--- config.mk ---
export PLATFORM = sky130hd
export DESIGN_NAME = gpc_fetch_ctrl_flat
export DESIGN_NICKNAME = d
export VERILOG_FILES = /design/src/rtl/gpc_pkg.sv /design/src/rtl/gpc_fetch_ctrl_if.sv /design/src/rtl/gpc_fetch_timer.sv /design/src/rtl/gpc_fetch_ctrl.sv /design/src/flat_wrapper.sv
export SDC_FILE = /design/constraint.sdc
export NUM_CORES = 1
export LEC_CHECK = 0
export BUFFER_PORTS_ARGS = -buffer_cell sky130_fd_sc_hd__buf_2
export CORE_ASPECT_RATIO = 1.25
export CORE_UTILIZATION = 40
export CTS_CLUSTER_DIAMETER = 120
export CTS_CLUSTER_SIZE = 8
export DETAILED_ROUTE_END_ITERATION = 6
export PLACE_DENSITY = 0.83
export SYNTH_ARGS = -nofsm -noshare
export SYNTH_HDL_FRONTEND = slang
export SYNTH_SLANG_ARGS = --single-unit
--- constraint.sdc ---
create_clock -name clk -period 2.6 [get_ports clk]
set_input_delay 0.26 -clock clk [delete_from_list [all_inputs] [get_ports clk]]
set_output_delay 0.26 -clock clk [all_outputs]
set_load 0.03 [all_outputs]
--- src/rtl/gpc_pkg.sv ---
// rtl/gpc_pkg.sv - shared fetch FSM state encoding and NOP constant for the GPC32 fetch controller
package gpc_pkg;

    typedef enum logic [1:0] {
        IDLE   = 2'd0,
        REQ    = 2'd1,
        EXEC   = 2'd2,
        HALTED = 2'd3
    } fetch_state_t;

    localparam logic [31:0] GPC_NOP = 32'h0000_0013;

endpackage

--- src/rtl/gpc_fetch_ctrl_if.sv ---
// rtl/gpc_fetch_ctrl_if.sv - instruction memory req/ack fetch bus
interface gpc_fetch_ctrl_if #(
    parameter int WIDTH    = 32,
    parameter int INST_MAX = 32
) ();

    logic                mem_req;
    logic [WIDTH-1:0]    mem_addr;
    logic                mem_ack;
    logic [INST_MAX-1:0] mem_rdata;

    modport master (
        output mem_req,
        output mem_addr,
        input  mem_ack,
        input  mem_rdata
    );

    modport slave (
        input  mem_req,
        input  mem_addr,
        output mem_ack,
        output mem_rdata
    );

endinterface

--- src/rtl/gpc_fetch_timer.sv ---
// rtl/gpc_fetch_timer.sv - REQ wait counter; expired flags the last permitted REQ cycle
module gpc_fetch_timer #(
    parameter int TIMEOUT_CYCLES = 16
) (
    input  logic clk,
    input  logic rst,
    input  logic clr,
    input  logic inc,
    output logic expired
);

    localparam int CNT_W = $clog2(TIMEOUT_CYCLES + 1);

    logic [CNT_W-1:0] cnt;

    always_ff @(posedge clk) begin
        if (rst || clr) begin
            cnt <= '0;
        end else if (inc) begin
            cnt <= cnt + CNT_W'(1);
        end
    end

    // cnt holds the number of REQ cycles already spent without an ack
    assign expired = (cnt == CNT_W'(TIMEOUT_CYCLES - 1));

endmodule

--- src/rtl/gpc_fetch_ctrl.sv ---
// rtl/gpc_fetch_ctrl.sv - GPC32 fetch/execute sequencer; GPC_FETCH_TIMEOUT_EN adds the REQ timeout
module gpc_fetch_ctrl
    import gpc_pkg::*;
#(
    parameter int WIDTH          = 32,
    parameter int INST_MAX       = 32,
    parameter int TIMEOUT_CYCLES = 16
) (
    input  logic                clk,
    input  logic                rst,
    input  logic                start,
    input  logic                halt,
    input  logic [WIDTH-1:0]    pc_in,
    gpc_fetch_ctrl_if.master    mem,
    output logic [INST_MAX-1:0] inst,
    output logic                step,
    output logic                busy,
    output logic                addr_err,
    output logic                timeout_err
);

    fetch_state_t state, state_nxt;
    logic         halt_pend;
    logic         aligned;
    logic         accept;
    logic         start_ok;
    logic         expired;

    assign aligned       = (pc_in[1:0] == 2'b00);
    assign accept        = mem.mem_req && mem.mem_ack;
    assign start_ok      = ((state == IDLE) || (state == HALTED)) && start;
    assign mem.mem_addr  = pc_in;

`ifdef GPC_FETCH_TIMEOUT_EN
    gpc_fetch_timer #(
        .TIMEOUT_CYCLES(TIMEOUT_CYCLES)
    ) u_timer (
        .clk     (clk),
        .rst     (rst),
        .clr     (state != REQ),
        .inc     ((state == REQ) && !accept),
        .expired (expired)
    );

    always_ff @(posedge clk) begin
        if (rst) begin
            timeout_err <= 1'b0;
        end else if (start_ok) begin
            timeout_err <= 1'b0;
        end else if ((state == REQ) && aligned && !accept && expired) begin
            timeout_err <= 1'b1;
        end
    end
`else
    logic unused_timeout_cfg;
    assign unused_timeout_cfg = (TIMEOUT_CYCLES != 0);
    assign expired            = 1'b0;
    assign timeout_err        = 1'b0;
`endif

    always_ff @(posedge clk) begin
        if (rst) begin
            state <= IDLE;
        end else begin
            state <= state_nxt;
        end
    end

    always_comb begin
        state_nxt = state;
        case (state)
            IDLE, HALTED: if (start) state_nxt = REQ;
            REQ: begin
                if (!aligned)     state_nxt = HALTED;
                else if (accept)  state_nxt = EXEC;
                else if (expired) state_nxt = HALTED;
            end
            // a halt arriving during the commit cycle still stops after this instruction
            EXEC:    state_nxt = (halt_pend || halt) ? HALTED : REQ;
            default: state_nxt = IDLE;
        endcase
    end

    always_comb begin
        mem.mem_req = (state == REQ) && aligned;
        step        = (state == EXEC);
        busy        = (state == REQ) || (state == EXEC);
    end

    always_ff @(posedge clk) begin
        if (rst) begin
            inst      <= INST_MAX'(GPC_NOP);
            halt_pend <= 1'b0;
            addr_err  <= 1'b0;
        end else begin
            if (accept) begin
                inst <= mem.mem_rdata;
            end
            if ((state_nxt == HALTED) && (state != HALTED)) begin
                halt_pend <= 1'b0;
            end else begin
                halt_pend <= halt_pend || halt;
            end
            if (start_ok) begin
                addr_err <= 1'b0;
            end else if ((state == REQ) && !aligned) begin
                addr_err <= 1'b1;
            end
        end
    end

endmodule

--- src/flat_wrapper.sv ---
// flat-port wrapper written by rule: the top's interface ports become plain ports
module gpc_fetch_ctrl_flat import gpc_pkg::*;
#(
    parameter int WIDTH          = 32,
    parameter int INST_MAX       = 32,
    parameter int TIMEOUT_CYCLES = 16
)
  (clk, rst, start, halt, pc_in, inst, step, busy, addr_err, timeout_err, mem_mem_req, mem_mem_addr, mem_mem_ack, mem_mem_rdata);
  gpc_fetch_ctrl_if #(.WIDTH(WIDTH), .INST_MAX(INST_MAX)) mem_i ();
  input  logic clk;
  input  logic rst;
  input  logic start;
  input  logic halt;
  input  logic [WIDTH-1:0] pc_in;
  output logic [INST_MAX-1:0] inst;
  output logic step;
  output logic busy;
  output logic addr_err;
  output logic timeout_err;
  output wire logic [$bits(mem_i.mem_req)-1:0] mem_mem_req;
  output wire logic [$bits(mem_i.mem_addr)-1:0] mem_mem_addr;
  input wire logic [$bits(mem_i.mem_ack)-1:0] mem_mem_ack;
  input wire logic [$bits(mem_i.mem_rdata)-1:0] mem_mem_rdata;
  assign mem_mem_req = mem_i.mem_req;
  assign mem_mem_addr = mem_i.mem_addr;
  assign mem_i.mem_ack = mem_mem_ack;
  assign mem_i.mem_rdata = mem_mem_rdata;
  gpc_fetch_ctrl #(.WIDTH(WIDTH), .INST_MAX(INST_MAX), .TIMEOUT_CYCLES(TIMEOUT_CYCLES)) u_core (.clk(clk), .rst(rst), .start(start), .halt(halt), .pc_in(pc_in), .mem(mem_i), .inst(inst), .step(step), .busy(busy), .addr_err(addr_err), .timeout_err(timeout_err));
endmodule
==> results.md <==
- Endpoint type of the worst setup path: flop
- Clock Skew: 3.90 ps
- Final non-filler cell area: 1930 sq um
- Clock Pin Slew Worst Setup and Hold Paths: 70 ps
- Netlist cell types: 27
- Post-CTS setup buffer count: 0
- Diode count: 0
- # hold bufs at CTS: 0
- Area growth syn-to-layout: 15.7%
- Final setup vio count: 0
- HP Class: input pin to flop
- GPL Wtd Cong: 0.742
- Clk_lat worst skew: 280 ps
- # fillers: 404
- Post-Route Setup TNS: 0 ps
- Largest net degree at the start of global routing: 37
- Final Hold Fails: 0
- Final Util: 0.497
- DP Area: 1820 sq um
- Htree depth: 2
- Sink Count: 36
- I/O pins: ~140
- Drt total wl: 3.35 mm
- Final Worst Setup Slack: 831 ps
- Drt via density: 4.57
- Fin nets: 319
- Vias: roughly 1,400
- GRT Total Usage: 0.149
- TritonCTS Buffers: 5
- FP Rows: 25
- Worst hold margin: 194 ps
- Power density over the cells: 725 nW/um^2
- Leakage power: 0.869 nW
- Gr ovfl total: 0
- Initial DRC count: 30
- WL/cell: between 10 and 15 microns
- Crit-path max FO: 17
- Post-synthesis register bit count: 36
- Starting Density: 0.430
- Max_slew headroom: 0.504
- Die X: about 60 microns
- Most frequent cells in the layout: buf_2 (76), nand2_1 (66), dfxtp_1 (36)
- Core area: just under 4000 sq um
- Sequential area share after synthesis: 0.432
- TritonCTS clock tree: yes
- Syn nets: 277
- Die area: 4430 sq um
- Fin crit period: 1770 ps
- Synth warn: 0
- Residual DRC: 0
- Commonest non-fill, non-tap cell in the layout: buf_2
- First-pass GRT wire length: 5.01 mm
- Fraction of layout cells with a size suffix above 1: 0.411
- Vias in the first global route: about 1,100
- Worst setup SP type: flop
- RSZ-0062 raised after global routing: false
- Outcome: completed
- Drt pass-1 iters: 4
- Avg Synthesized Cell Area: 8.13 sq um
- Max Cap Violations: 0
- Post-route ant nets: 0
- Initial antenna violation count: 0
- Final Slew Violations: 0
- CP Data Required Time: 2810 ps
- Post_cts resized: 0
- Fmax: 565 MHz
- Cell area after synthesis: around 1700 sq um
- Worst slack at placement: approximately 800 ps
- Input/output buffers: 76
- Period utilization: 0.680
- Clk buf depth: 2
- VDD IR max: 0.000407 V
- Critical path class: flop to flop
- Die height: 74.2 microns
- Final HPWL DP: 2.41 mm
- Root buffer cell: clkbuf_8
- Mapped Cells: about 210
- Arr. time, crit path: ~2000 ps
- Worst-margin pin slew: 743 ps
-- stage by stage --
stage	total power [mW]	std cells
detailed placement	0.927	294
global placement	0.922	294
global route	1.47	302
CTS	1.42	302
floorplan	0.927	205
finish	1.40	302
-- metal layers --
metal	share of wire	vias to the layer above	routed length [microns]	global-route usage
met4	0.0051	0	17	0.0491
met3	0.050	6	169	0.0470
met5	0	-	0	0
met1	0.43	631	1450	0.180
li1	-	702	-	-
met2	0.51	40	1720	0.249
-- final cells by class --
| type | instances | area (sq um) | area share |
|---|---|---|---|
| clock inverter | 3 | 42.5 | 0.0221 |
| multi-input combinational | 120 | 607 | 0.315 |
| tap | 54 | 67.6 | 0.0350 |
| timing repair buffer | 79 | 403 | 0.209 |
| sequential | 36 | 721 | 0.374 |
| inverter | 5 | 18.8 | 0.00973 |
| clock buffer | 5 | 68.8 | 0.0357 |
-- cell families (layout without fill, tap and decap cells) --
| logic type | after synthesis | count (layout) | synth area share |
|---|---|---|---|
| AOI/OAI and AO/OA | 37 | 37 | 0.150 |
| buffers and inverters | 49 | 92 | 0.203 |
| adders and majority gates | 3 | 3 | 0.0225 |
| other | 1 | 1 | 0.00225 |
| and+or+nand+nor | 79 | 79 | 0.189 |
| DFF | 36 | 36 | 0.432 |
-- final timing paths --
check / startpoint / depth (start not counted) / to / slack, ps
setup reg to reg: u_core.state[1]$_SDFF_PP0_ / 6 / u_core.inst[22]$_SDFFE_PP0P_ / 830
hold reg to reg: u_core.inst[21]$_SDFFE_PP0P_ / 2 / u_core.inst[21]$_SDFFE_PP0P_ / 450
setup / recovery: u_core.state[1]$_SDFF_PP0_ / 6 / u_core.inst[22]$_SDFFE_PP0P_ / 830
hold / removal: mem_mem_rdata[4] / 3 / u_core.inst[4]$_SDFFE_PP1P_ / 190
-- report_power, final --
| group | total, mW | switching [mW] | leakage [nW] | internal (mW) |
|---|---|---|---|---|
| registers | 0.607 | 0.0216 | 0.292 | 0.586 |
| logic | 0.309 | 0.207 | 0.524 | 0.102 |
| clock network | 0.481 | 0.198 | 0.0541 | 0.284 |
-- sequential cells by signal, indices dropped and copies added (netlist names) --
register / count
u_core.halt_pend: 1
u_core.inst: 32
u_core.state: 2
u_core.addr_err: 1
-- worst max-delay path: stages (launching register included) --
cell	delay (ps)
dfxtp_1	350
inv_1	70
ha_1	210
and3_1	550
buf_4	320
nand2_1	90
a21oi_2	110
-- cells in the mapped netlist, drive strengths merged --
cell / number / area share
buf: 42 / 0.19
o31ai: 1 / 0.0045
o311ai: 1 / 0.0053
dfxtp: 36 / 0.43
o31a: 1 / 0.0053
clkbuf: 2 / 0.0053
and3: 1 / 0.0038
conb: 1 / 0.0023
nor3: 1 / 0.0030
inv: 5 / 0.011
o22ai: 1 / 0.0038
nand3b: 3 / 0.014
a31oi: 1 / 0.0038
nand2: 66 / 0.15
nor2: 7 / 0.017
o21ai: 2 / 0.0060
ha: 3 / 0.023
nand3: 1 / 0.0030
a221oi: 1 / 0.0053
a21oi: 29 / 0.12
No activity file was read; power rests on OpenSTA's default activity.
